--- src/rtl/fp_exp_pkg.sv ---
// rtl/fp_exp_pkg.sv - shared types and width helpers for the FPU exponent add/sub pipe
package fp_exp_pkg;

    typedef enum logic {
        EXP_MUL = 1'b0,
        EXP_DIV = 1'b1
    } exp_op_t;

    typedef struct packed {
        logic ovf;
        logic unf;
    } exp_flags_t;

    // Largest finite biased exponent; the all-ones code stays reserved for Inf/NaN.
    function automatic int exp_maxe(input int exp_w);
        return (1 << exp_w) - 2;
    endfunction

    // Two guard bits keep the sum of two exponents plus bias/adjust from wrapping.
    function automatic int exp_int_w(input int exp_w);
        return exp_w + 2;
    endfunction

endpackage

--- src/rtl/fp_exp_classify.sv ---
// rtl/fp_exp_classify.sv - saturates a raw signed exponent and flags overflow/underflow
module fp_exp_classify
    import fp_exp_pkg::*;
#(
    parameter int  EXP_W = 8,
    localparam int IW    = exp_int_w(EXP_W)
) (
    input  logic signed [IW-1:0]    r,
    output logic        [EXP_W-1:0] exp_sat,
    output exp_flags_t              flags
);

    localparam logic signed [IW-1:0] MAXE_S = IW'(exp_maxe(EXP_W));
    localparam logic signed [IW-1:0] ONE_S  = IW'(1);

    always_comb begin
        flags   = '0;
        exp_sat = r[EXP_W-1:0];
        if (r > MAXE_S) begin
            flags.ovf = 1'b1;
            exp_sat   = '1;
        end else if (r < ONE_S) begin
            flags.unf = 1'b1;
            exp_sat   = '0;
        end
    end

endmodule

--- src/rtl/fp_exp_addsub_pipe.sv ---
// rtl/fp_exp_addsub_pipe.sv - two-stage exponent combine/saturate pipe; divide path under FP_EXP_DIV_EN
module fp_exp_addsub_pipe
    import fp_exp_pkg::*;
#(
    parameter int EXP_W = 8,
    parameter int BIAS  = 127,
    parameter int TAG_W = 4
) (
    input  logic             clk,
    input  logic             rst,
    input  logic             in_valid,
    output logic             in_ready,
    input  logic             op,
    input  logic             adj,
    input  logic [EXP_W-1:0] exp1,
    input  logic [EXP_W-1:0] exp2,
    input  logic [TAG_W-1:0] tag_in,
    output logic             out_valid,
    input  logic             out_ready,
    output logic [EXP_W-1:0] exp_out,
    output logic             ovf,
    output logic             unf,
    output logic [TAG_W-1:0] tag_out,
    input  logic             clr_flags,
    output logic             sticky_ovf,
    output logic             sticky_unf
);

    localparam int IW = exp_int_w(EXP_W);
    localparam logic signed [IW-1:0] BIAS_S = IW'(BIAS);

    logic signed [IW-1:0] ext1, ext2, adj_s, r_comb;
    logic signed [IW-1:0] s1_r;
    logic [TAG_W-1:0]     s1_tag;
    logic                 s1_valid;
    logic                 s2_load, accept, out_hs;
    logic [EXP_W-1:0]     cls_exp;
    exp_flags_t           cls_flags;

    assign ext1  = $signed({2'b00, exp1});
    assign ext2  = $signed({2'b00, exp2});
    assign adj_s = $signed({{(IW-1){1'b0}}, adj});

`ifdef FP_EXP_DIV_EN
    exp_op_t op_sel;
    assign op_sel = exp_op_t'(op);

    always_comb begin
        r_comb = ext1 + ext2 - BIAS_S + adj_s;
        if (op_sel == EXP_DIV) begin
            r_comb = ext1 - ext2 + BIAS_S - adj_s;
        end
    end
`else
    // Without the divide path every request is computed as a multiply.
    logic unused_op;
    assign unused_op = op;
    assign r_comb    = ext1 + ext2 - BIAS_S + adj_s;
`endif

    // S2 frees up whenever it is empty or its result is being taken this cycle.
    assign s2_load  = !out_valid || out_ready;
    assign in_ready = !s1_valid || s2_load;
    assign accept   = in_valid && in_ready;
    assign out_hs   = out_valid && out_ready;

    fp_exp_classify #(
        .EXP_W (EXP_W)
    ) u_classify (
        .r       (s1_r),
        .exp_sat (cls_exp),
        .flags   (cls_flags)
    );

    always_ff @(posedge clk) begin
        if (rst) begin
            s1_valid   <= 1'b0;
            s1_r       <= '0;
            s1_tag     <= '0;
            out_valid  <= 1'b0;
            exp_out    <= '0;
            ovf        <= 1'b0;
            unf        <= 1'b0;
            tag_out    <= '0;
            sticky_ovf <= 1'b0;
            sticky_unf <= 1'b0;
        end else begin
            if (accept) begin
                s1_valid <= 1'b1;
                s1_r     <= r_comb;
                s1_tag   <= tag_in;
            end else if (s2_load) begin
                s1_valid <= 1'b0;
            end

            if (s2_load) begin
                out_valid <= s1_valid;
                if (s1_valid) begin
                    exp_out <= cls_exp;
                    ovf     <= cls_flags.ovf;
                    unf     <= cls_flags.unf;
                    tag_out <= s1_tag;
                end
            end

            // A completing flagged result beats a simultaneous clear.
            if (out_hs && ovf) begin
                sticky_ovf <= 1'b1;
            end else if (clr_flags) begin
                sticky_ovf <= 1'b0;
            end
            if (out_hs && unf) begin
                sticky_unf <= 1'b1;
            end else if (clr_flags) begin
                sticky_unf <= 1'b0;
            end
        end
    end

endmodule

--- config.mk ---
export PLATFORM = sky130hd
export DESIGN_NAME = fp_exp_addsub_pipe
export DESIGN_NICKNAME = d
export VERILOG_FILES = /design/src/rtl/fp_exp_pkg.sv /design/src/rtl/fp_exp_classify.sv /design/src/rtl/fp_exp_addsub_pipe.sv
export SDC_FILE = /design/constraint.sdc
export NUM_CORES = 1
export LEC_CHECK = 0
export ABC_CLOCK_PERIOD_IN_PS = 3000
export CAP_MARGIN = 15
export CORE_MARGIN = 4
export CORE_UTILIZATION = 25
export DETAILED_ROUTE_END_ITERATION = 7
export SLEW_MARGIN = 0
export SYNTH_ARGS = -nofsm -noshare
export SYNTH_HDL_FRONTEND = slang
export SYNTH_SLANG_ARGS = --single-unit
--- constraint.sdc ---
create_clock -name clk -period 3 [get_ports clk]
set_input_delay 0.3 -clock clk [delete_from_list [all_inputs] [get_ports clk]]
set_output_delay 0.3 -clock clk [all_outputs]
set_load 0.01 [all_outputs]
==> results.yml <==
power_and_ir_drop:
  switching_share: 0.2921
  p_seq_frac: 0.445
  p_int_mw: 0.7606
  ir_drop_uv: 153.6
  p_leak_nw: 0.9289
  switching_power_mw: 0.3139
  powerDensity_nw_per_um2: 441.8
  combPwrFrac: 0.237
  clock_power_share: 0.317
clock_tree:
  clock_latency_ps: 280
  path_clk_slew_ps: 70
  root_buffer: "clkbuf_8"
  htreeDepth: 2
  clk_path_buf_depth: 2
  post_cts.repair.setup_buffers: 0
  cts_buffers: 5
  cts_hold_buf: 0
  cts_resized: 0
  cts_tree: "built"
  cts_sinks: 32
global_routing:
  grt_antenna_before_repair: 0
  grt_pass1_vias: 1585
  grt_overflow_total: 0
  grt_usage: 0.1013
  grt_max_degree: 35
  grt_pass1_wl_microns: 7203
floorplan:
  die_w_microns: 93.19
  core_sq_um: 6907
  die-area_sq_um: 8683
  rows: 30
  ios: 45
  initial_core_util: 0.2627
  dieHeight_microns: 93.19
drt:
  wl_microns: 4153
  initialDrtViolationCount: 85
  first_pass_iters: 4
  via_per_inst: 4.709
  antenna_left: 0
  drc: 0
  routedWlPerCell_microns: 11.60
  via_count: 1686
yosys:
  synth_enable_flop_cells: 0
  ys_warn_count: 0
  syn_nets: 261
  ys_seq_area_frac: 0.3531
  avgSynthCellArea_sq_um: 8.361
  synth_flop_cell: "dfxtp_1"
  synth.distinct_cells: 45
  syn_area_sq_um: 1814
  synthCells: 217
  async_flop_share: 0
  synth.ff_latch_count: 32
sta:
  worst_pin_slew_ps: 477.4
  period_share: 0.8082
  rsz0062_at_grt: "no"
  drv_slew: 0
  fin_setup_tns_ps: 0
  fmax_mhz: 412.4
  clock-skew-final_ps: 4.446
  hold_viol: 0
  hold_ws_ps: 453.0
  setup-violations-final: 0
  max-slew-margin-rel: 0.6810
  fin_crit_ps: 2425
critical_path:
  arrival_ps: 2590
  cpPeakStageDelay_ps: 450
  cp-start-kind: "input port"
  crit_slowest_cell: "clkdlybuf4s50_1"
  cp.required_ps: 3160
  cp_common_cell: "inv_1"
  cp_cell_sequence: "clkdlybuf4s50_1 > inv_1 > ha_1 > inv_1 > ha_1 > inv_1 > fa_1 > nand2b_1 > a21oi_1 > o21a_1 > o211ai_1"
  crit_path_end_kind: "flip-flop"
  critical_path_class: "input port to flip-flop"
  path_max_fanout: 5
cells_and_area:
  drive_gt1_frac: 0.08779
  nNetsFinal: 305
  diodes: 0
  fin_util: 0.3522
  areaGrowthSynthToFinish_pct: 34.07
  fillers: 761
run:
  drv_cap: 0
placement:
  hpwlAfterDp_microns: 3166
  port_buffers: 43
  gp_congestion: 0.7493
worst_hold_path:
  hold_path_class: "flip-flop to flip-flop"
run_status:
  status: "complete, no violations"
[path summary, 6_finish.rpt]
path / startpoint / endpoint / slack (ps) / cells past startpoint
max: adj / s1_r[8] / 580 / 11
min reg2reg: tag_out[3] / tag_out[3] / 450 / 2
min: tag_out[3] / tag_out[3] / 450 / 2
max reg2reg: out_valid / s1_r[3] / 1520 / 4
[power groups by stage]
stage | clock, mW | combinational [mW] | sequential (mW)
5_1_grt | 0.366 | 0.290 | 0.483
3_3_place_gp | 0 | 0.253 | 0.487
3_5_place_dp | 0 | 0.256 | 0.488
2_1_floorplan | 0 | 0.162 | 0.486
4_1_cts | 0.350 | 0.257 | 0.478
6_report | 0.341 | 0.255 | 0.478
[logic make-up (layout without fill, tap and decap cells)]
logic type      Yosys count  after routing  share of synthesized area
flops                    32             32                     0.3531
compound gates           57             57                     0.2131
buf+inv                  21             66                    0.04690
fa+ha+maj                17             17                     0.1214
simple gates             90             90                     0.2655
[cell usage in the layout (no fill, tap or decap), types with 2 or more instances in the layout]
cell type,count
ha_1,16
nand2b_1,4
a32oi_1,2
clkinv_2,2
nor2_1,17
nor3b_1,3
a31oi_1,8
o21ai_0,5
clkbuf_8,6
o21a_1,2
nand4b_1,2
nand4_1,5
o2111ai_1,2
inv_1,13
a211oi_1,2
nand3b_1,5
a21oi_1,21
a21o_1,2
nand3_1,11
dfxtp_1,32
o211ai_1,4
nand2_1,33
clkdlybuf4s50_1,43
[synthesized netlist by cell type (3+ instances only)]
library cell / count / area [sq um]
ha_1: 16 / 200.2
nand2_1: 33 / 123.9
nor2_1: 17 / 63.81
inv_1: 13 / 48.80
a31oi_1: 8 / 50.05
dfxtp_1: 32 / 640.6
o211ai_1: 4 / 30.03
a21oi_1: 21 / 105.1
o21ai_0: 5 / 25.02
nand3b_1: 5 / 37.54
nand2b_1: 4 / 25.02
nand4_1: 5 / 31.28
nand3_1: 11 / 55.05
nor3b_1: 3 / 22.52
[routing by layer]
layer  up-vias  global-route usage  wire length, microns
li1        876                   -                     -
met5         -                   0                     0
met3         8             0.02253                   239
met1       760              0.1316                  2021
met2        42              0.1614                  1813
met4         0             0.04274                    79
[stage by stage]
stage | cell area [sq um] | total power, mW | std cells | setup WS, ps
global route | 2432 | 1.139 | 358 | 358.4
finish | 2432 | 1.075 | 358 | 575.4
floorplan | 1814 | 0.6480 | 217 | 948.2
CTS | 2432 | 1.085 | 358 | 570.2
detailed placement | 2340 | 0.7433 | 350 | 283.8
global placement | 2340 | 0.7404 | 350 | 280.8
[worst max-delay path, delay by kind of cell]
family	cells	cell delay [ps]
AOI/OAI and AO/OA	3	640
and+or+nand+nor	1	180
buffers and inverters	4	620
adders and majority gates	3	850
[sequential cells by signal (all words and copies together) (netlist names)]
signal and count:
out_valid 1, sticky_unf 1, s1_r 10, s1_tag 4
unf 1, exp_out 8, s1_valid 1, sticky_ovf 1
tag_out 4, ovf 1
[area by class of cell]
cell class | count | area, sq um | area share
clock buffers | 6 | 82.58 | 0.03395
clock inverters | 2 | 10.01 | 0.004115
inverters | 14 | 52.55 | 0.02160
multi-input cells | 164 | 1089 | 0.4475
flip-flops and latches | 32 | 640.6 | 0.2634
well taps | 96 | 120.1 | 0.04938
repair buffers | 44 | 437.9 | 0.1800
(Power assumes the default switching activity.)
